$ cat src/rtl/bht_pkg.sv
// bht_pkg: shared types and helpers for the branch history table predictor.
//   - 2-bit saturating counter encodings (SNT/WNT/WT/ST)
//   - ADDR_W: word-address width of the instruction PC
//   - q_entry_t: one outstanding prediction {pc, predicted, target}
//   - ctr_update(): saturating counter training step
package bht_pkg;

  localparam int ADDR_W = 5;

  typedef enum logic [1:0] {
    SNT = 2'b00,
    WNT = 2'b01,
    WT  = 2'b10,
    ST  = 2'b11
  } ctr_e;

  typedef struct packed {
    logic [ADDR_W-1:0] pc;
    logic              predicted;
    logic [ADDR_W-1:0] target;
  } q_entry_t;

  // Taken moves toward ST, not-taken toward SNT; both ends saturate.
  function automatic logic [1:0] ctr_update(input logic [1:0] ctr, input logic taken);
    logic [1:0] nxt;
    nxt = ctr;
    if (taken) begin
      if (ctr != ST) nxt = ctr + 2'b01;
      else           nxt = ctr;
    end else begin
      if (ctr != SNT) nxt = ctr - 2'b01;
      else            nxt = ctr;
    end
    return nxt;
  endfunction

endpackage

$ cat src/rtl/pred_fifo.sv
// pred_fifo: in-order queue of outstanding branch predictions.
//   clk, reset   : clock, asynchronous active-high reset
//   clr_i        : synchronous clear (wrong-path flush), wins over push/pop
//   push_i/data_i: enqueue one entry (caller guarantees not full)
//   pop_i        : dequeue the head (caller guarantees not empty)
//   head_o       : oldest entry
//   count_o      : number of stored entries, 0..DEPTH
module pred_fifo
  import bht_pkg::*;
#(
  parameter int DEPTH = 4,
  localparam int PW = $clog2(DEPTH)
) (
  input  logic          clk,
  input  logic          reset,
  input  logic          clr_i,
  input  logic          push_i,
  input  q_entry_t      data_i,
  input  logic          pop_i,
  output q_entry_t      head_o,
  output logic [PW:0]   count_o
);

  q_entry_t    mem_q [DEPTH];
  logic [PW:0] wr_q;
  logic [PW:0] rd_q;

  // Pointers carry one extra wrap bit so full and empty are distinguishable.
  always_ff @(posedge clk or posedge reset) begin
    if (reset) begin
      wr_q <= '0;
      rd_q <= '0;
      for (int i = 0; i < DEPTH; i++) mem_q[i] <= '0;
    end else if (clr_i) begin
      wr_q <= '0;
      rd_q <= '0;
    end else begin
      if (push_i) begin
        mem_q[wr_q[PW-1:0]] <= data_i;
        wr_q                <= wr_q + 1'b1;
      end
      if (pop_i) begin
        rd_q <= rd_q + 1'b1;
      end
    end
  end

  assign head_o  = mem_q[rd_q[PW-1:0]];
  assign count_o = wr_q - rd_q;

endmodule

$ cat src/rtl/bht_predictor.sv
// bht_predictor: 2-bit saturating-counter branch predictor ahead of fetch.
//   fetch_*          : branch lookup; predict_taken/predict_target are combinational
//   resolve_*        : execute outcome for the oldest outstanding branch
//   mispredict       : registered one-cycle flush pulse, with redirect_pc
//   queue_full       : fetch must stall branches while high
//   pending          : outstanding prediction count
module bht_predictor #(
  parameter int ADDR_W  = bht_pkg::ADDR_W,
  parameter int ENTRIES = 32,
  parameter int DEPTH   = 4
) (
  input  logic                     clk,
  input  logic                     reset,
  input  logic                     fetch_valid,
  input  logic [ADDR_W-1:0]        fetch_pc,
  input  logic                     fetch_is_branch,
  input  logic [ADDR_W-1:0]        fetch_target,
  output logic                     predict_taken,
  output logic [ADDR_W-1:0]        predict_target,
  input  logic                     resolve_valid,
  input  logic                     resolve_taken,
  output logic                     mispredict,
  output logic [ADDR_W-1:0]        redirect_pc,
  output logic                     queue_full,
  output logic [$clog2(DEPTH):0]   pending
);

  import bht_pkg::*;

  localparam int          PW       = $clog2(DEPTH);
  localparam logic [PW:0] FULL_CNT = (PW+1)'(DEPTH);

  logic [1:0]        table_q [ENTRIES];
  logic              mispredict_q;
  logic [ADDR_W-1:0] redirect_q;

  q_entry_t          head_s;
  q_entry_t          push_data_s;
  logic              do_pop_s;
  logic              do_push_s;
  logic              mis_s;
  logic [ADDR_W-1:0] redirect_d;

  // Lookup, queue control and the correct next PC for a wrong prediction.
  always_comb begin
    predict_taken  = fetch_valid & fetch_is_branch & table_q[fetch_pc][1];
    predict_target = predict_taken ? fetch_target : fetch_pc + ADDR_W'(1);
    do_pop_s       = resolve_valid & (pending != '0);
    mis_s          = do_pop_s & (resolve_taken != head_s.predicted);
    // The queue_full test uses registered state, so a pop never frees a slot
    // for a push in the same cycle.
    do_push_s      = fetch_valid & fetch_is_branch & ~queue_full & ~mispredict_q;
    push_data_s    = '{pc: fetch_pc, predicted: predict_taken, target: fetch_target};
    redirect_d     = resolve_taken ? head_s.target : head_s.pc + ADDR_W'(1);
  end

  // A mispredicting pop flushes the whole queue, including any same-cycle push.
  pred_fifo #(.DEPTH(DEPTH)) u_fifo (
    .clk     (clk),
    .reset   (reset),
    .clr_i   (mis_s),
    .push_i  (do_push_s & ~mis_s),
    .data_i  (push_data_s),
    .pop_i   (do_pop_s),
    .head_o  (head_s),
    .count_o (pending)
  );

  // Counter table training and the registered flush/redirect outputs.
  always_ff @(posedge clk or posedge reset) begin
    if (reset) begin
      for (int i = 0; i < ENTRIES; i++) table_q[i] <= WNT;
      mispredict_q <= 1'b0;
      redirect_q   <= '0;
    end else begin
      mispredict_q <= mis_s;
      if (mis_s) redirect_q <= redirect_d;
      if (do_pop_s) table_q[head_s.pc] <= ctr_update(table_q[head_s.pc], resolve_taken);
    end
  end

  assign mispredict  = mispredict_q;
  assign redirect_pc = redirect_q;
  assign queue_full  = (pending == FULL_CNT);

endmodule

$ cat config.mk
export PLATFORM = sky130hd
export DESIGN_NAME = bht_predictor
export DESIGN_NICKNAME = d
export VERILOG_FILES = /design/src/rtl/bht_pkg.sv /design/src/rtl/pred_fifo.sv /design/src/rtl/bht_predictor.sv
export SDC_FILE = /design/constraint.sdc
export NUM_CORES = 1
export LEC_CHECK = 0
export CORE_ASPECT_RATIO = 0.9
export CORE_UTILIZATION = 30
export CTS_CLUSTER_DIAMETER = 60
export DETAILED_ROUTE_END_ITERATION = 6
export GPL_TIMING_DRIVEN = 0
export PLACE_DENSITY = 0.52
export SYNTH_ARGS = -nofsm -noshare
export SYNTH_HDL_FRONTEND = slang
export SYNTH_SLANG_ARGS = --single-unit
$ cat constraint.sdc
create_clock -name clk -period 6.3 [get_ports clk]
set_input_delay 1.26 -clock clk [delete_from_list [all_inputs] [get_ports clk]]
set_output_delay 1.26 -clock clk [all_outputs]
set_load 0.01 [all_outputs]
==> results.sh <==
export IMPL_cts_root_buf="clkbuf_16"
export IMPL_max_slew_margin=0.447
export IMPL_p_leak_nw=3.26
export IMPL_top_layer="met4"
export IMPL_row_count=50
export IMPL_hold_path_end="u_fifo.mem_q[32]"
export IMPL_combPwrFrac=0.473
export IMPL_num_vias=3970
export IMPL_routed_via_density=4.84
export IMPL_regArea_mm2=0.00304
export IMPL_min_delay_start="u_fifo.mem_q[32]"
export IMPL_synth_flop_cell="dfrtp_1"
export IMPL_end_kind="output port"
export IMPL_wl_per_cell_um=18.9
export IMPL_gr_usage_all_layers=0.155
export IMPL_routed_wl_mm=15.5
export IMPL_holdPathStages=1
export IMPL_drtPass1Iterations=5
export IMPL_hold_buffers=0
export IMPL_rsz0062_at_grt="false"
export IMPL_pwr_share_clk=0.243
export IMPL_die_h_um=140
export IMPL_ys_seq_area_frac=0.479
export IMPL_clk_latency_ps=430
export IMPL_grt_overflow_total=0
export IMPL_setup_viol=0
export IMPL_antenna_found_initial=0
export IMPL_coreArea_mm2=0.0208
export IMPL_multi_input_area_mm2=0.00308
export IMPL_post_dp_hpwl_mm=10.8
export IMPL_clock_sinks=120
export IMPL_synth_distinct_cells=42
export IMPL_dpl_instance_area_mm2=0.00703
export IMPL_cp_max_fo=10
export IMPL_worstMarginPinSlew_ps=829
export IMPL_die_w_um=155
export IMPL_syn_num_nets=500
export IMPL_arrival_ps=4830
export IMPL_layout_drive_gt1_share=0.412
export IMPL_finalPower_mw=4.38
export IMPL_place_gp_congestion=0.776
export IMPL_drc=0
export IMPL_fill_cells=2054
export IMPL_final_common_cell="mux2_2"
export IMPL_cap_violations=0
export IMPL_fp_dieArea_mm2=0.0218
export IMPL_timing_final_crit_share=0.966
export IMPL_fin_skew_ps=6.74
export IMPL_fin_tns_setup_ps=0
export IMPL_postCtsSetupRepairBufs=0
export IMPL_grt_pass1_vias=4265
export IMPL_syn_inst=472
export IMPL_p_sw_mw=1.65
export IMPL_run_status="completed"
export IMPL_internal_power_mw=2.73
export IMPL_crit_type="primary input to output port"
export IMPL_htree_levels=4
export IMPL_tritoncts="yes"
export IMPL_rr_worst_depth=10
export IMPL_fin_hold_ws_ps=500
export IMPL_grt_first_pass_wirelength_mm=24.9
export IMPL_layout_common_cells="mux2_2 (114), dfrtp_1 (88), nor2_1 (48), mux2i_1 (40), dfstp_2 (32)"
export IMPL_wl_met3_um=362
export IMPL_initial_core_util=0.306
export IMPL_vdd_drop_max_uv=248
export IMPL_numPortBuffers=29
export IMPL_fin_area_mm2=0.00767
export IMPL_timing_rr_end="table_q[52]"
export IMPL_r2r_setup_slack_ps=2660
export IMPL_cts_buffers=17
export IMPL_yosysWarnings=0
export IMPL_antenna_cells=0
export IMPL_synth_area_mm2=0.00635
export IMPL_sw_frac_of_total=0.376
export IMPL_clockBufferDepth=2
export IMPL_first_iter_violations=149
export IMPL_async_flop_share=1.00
export IMPL_p_seq_frac=0.284
export IMPL_avgSynthCellArea_um2=13.5
export IMPL_holdCritPathClass="flip-flop to flip-flop"
export IMPL_ys_seq_elements=120
export IMPL_syn_to_final_growth_pct=20.8
export IMPL_hold_violations=0
export IMPL_grt_start_max_net_pins=64
export IMPL_drt_met1_wl_mm=7.81
export IMPL_required_ps=5040
export IMPL_fmax_ghz=0.164
export IMPL_antenna_left=0
export IMPL_clk_pin_slew_ps=60
export IMPL_min_period_ps=6090
export IMPL_p_per_area_mw_per_mm2=570
export IMPL_nets=549
export IMPL_met2WireLength_mm=7.13
export IMPL_slew_viol_final=0
export IMPL_postLayoutCoreUtil=0.369
export IMPL_worstReg2RegStart="u_fifo.rd_q[0]"
export IMPL_synth_edf_count=0
export IMPL_pin_count=32
export IMPL_start_kind="primary input"
-- power groups by stage --
| stage | Clock (mW) | Sequential (mW) | Combinational [mW] |
|---|---|---|---|
| 3_5_place_dp | 0 | 1.26 | 2.07 |
| 6_report | 1.06 | 1.24 | 2.07 |
| 4_1_cts | 1.08 | 1.24 | 2.07 |
| 3_3_place_gp | 0 | 1.24 | 2.02 |
| 5_1_grt | 1.12 | 1.28 | 2.22 |
| 2_1_floorplan | 0 | 1.21 | 1.46 |
-- flip-flops by register name (all words and copies together) (netlist names) --
name / flops
u_fifo.wr_q: 3
u_fifo.mem_q: 44
table_q: 64
u_fifo.rd_q: 3
redirect_pc: 5
mispredict: 1
-- stage by stage --
stage / worst slack [ps] / cells
floorplan: 1390 / 472
global placement: -238 / 787
detailed placement: -318 / 788
CTS: 3.90 / 820
global route: 36.4 / 820
finish: 212 / 820
-- repair_timing --
action,4_1_cts,5_1_grt
hold endpoints to repair,0,0
resized for setup,1,2
endpoints found under the setup margin,6,4
pin swaps,0,0
-- worst max-delay path: stages --
cell	delay (ps)
clkdlybuf4s50_1	550
clkbuf_2	240
buf_2	350
mux4_2	620
mux4_2	480
mux2i_1	180
nor2_1	130
clkbuf_1	230
o21ai_0	220
clkdlybuf4s50_1	560
-- cell usage after synthesis, types with 5 or more instances --
library cell	count	area share
xnor2_1	5	0.0069
mux2i_1	40	0.063
xor2_1	6	0.0083
clkbuf_1	10	0.0059
o22ai_1	6	0.0059
dfstp_2	32	0.13
mux4_2	14	0.050
nor2_1	48	0.028
dfrtp_1	88	0.35
o21ai_0	10	0.0079
buf_6	9	0.016
nand2_1	21	0.012
ha_1	11	0.022
mux4_1	7	0.029
inv_1	6	0.0035
mux2_2	114	0.20
-- cells by family (layout without fill, tap and decap cells) --
family | Yosys count | after routing | synth area share
AO/OA/AOI/OAI | 24 | 24 | 0.0223
XOR/XNOR | 11 | 11 | 0.0152
adder cells (fa/ha/maj) | 14 | 14 | 0.0284
buffers and inverters | 33 | 95 | 0.0357
flip-flops | 120 | 120 | 0.479
multiplexers | 182 | 182 | 0.359
AND/OR/NAND/NOR | 88 | 88 | 0.0609
-- worst max-delay path by stage --
| stage | slack (ps) | startpoint | endpoint |
|---|---|---|---|
| finish | 210 | fetch_pc[0] | predict_target[3] |
| global route | 40 | fetch_pc[0] | predict_target[0] |
| CTS | 4 | fetch_pc[0] | predict_target[3] |
| detailed placement | -320 | fetch_pc[0] | predict_target[0] |
| global placement | -240 | fetch_pc[0] | predict_target[0] |
| floorplan | 1390 | fetch_pc[0] | predict_target[2] |
-- layout make-up --
| type | count | area share |
|---|---|---|
| Multi-Input combinational cell | 319 | 0.402 |
| Sequential cell | 120 | 0.397 |
| Clock buffer | 17 | 0.0554 |
| Tap cell | 286 | 0.0466 |
| Timing Repair Buffer | 30 | 0.0414 |
| Clock inverter | 15 | 0.0279 |
| Buffer | 26 | 0.0261 |
| Inverter | 7 | 0.00440 |
-- layer usage --
layer / vias up / GRT usage
met5: - / 0
met4: 0 / 0.0459
met3: 13 / 0.0384
met2: 39 / 0.232
met1: 2110 / 0.220
li1: 1808 / -
No activity file was read; power rests on OpenSTA's default activity.
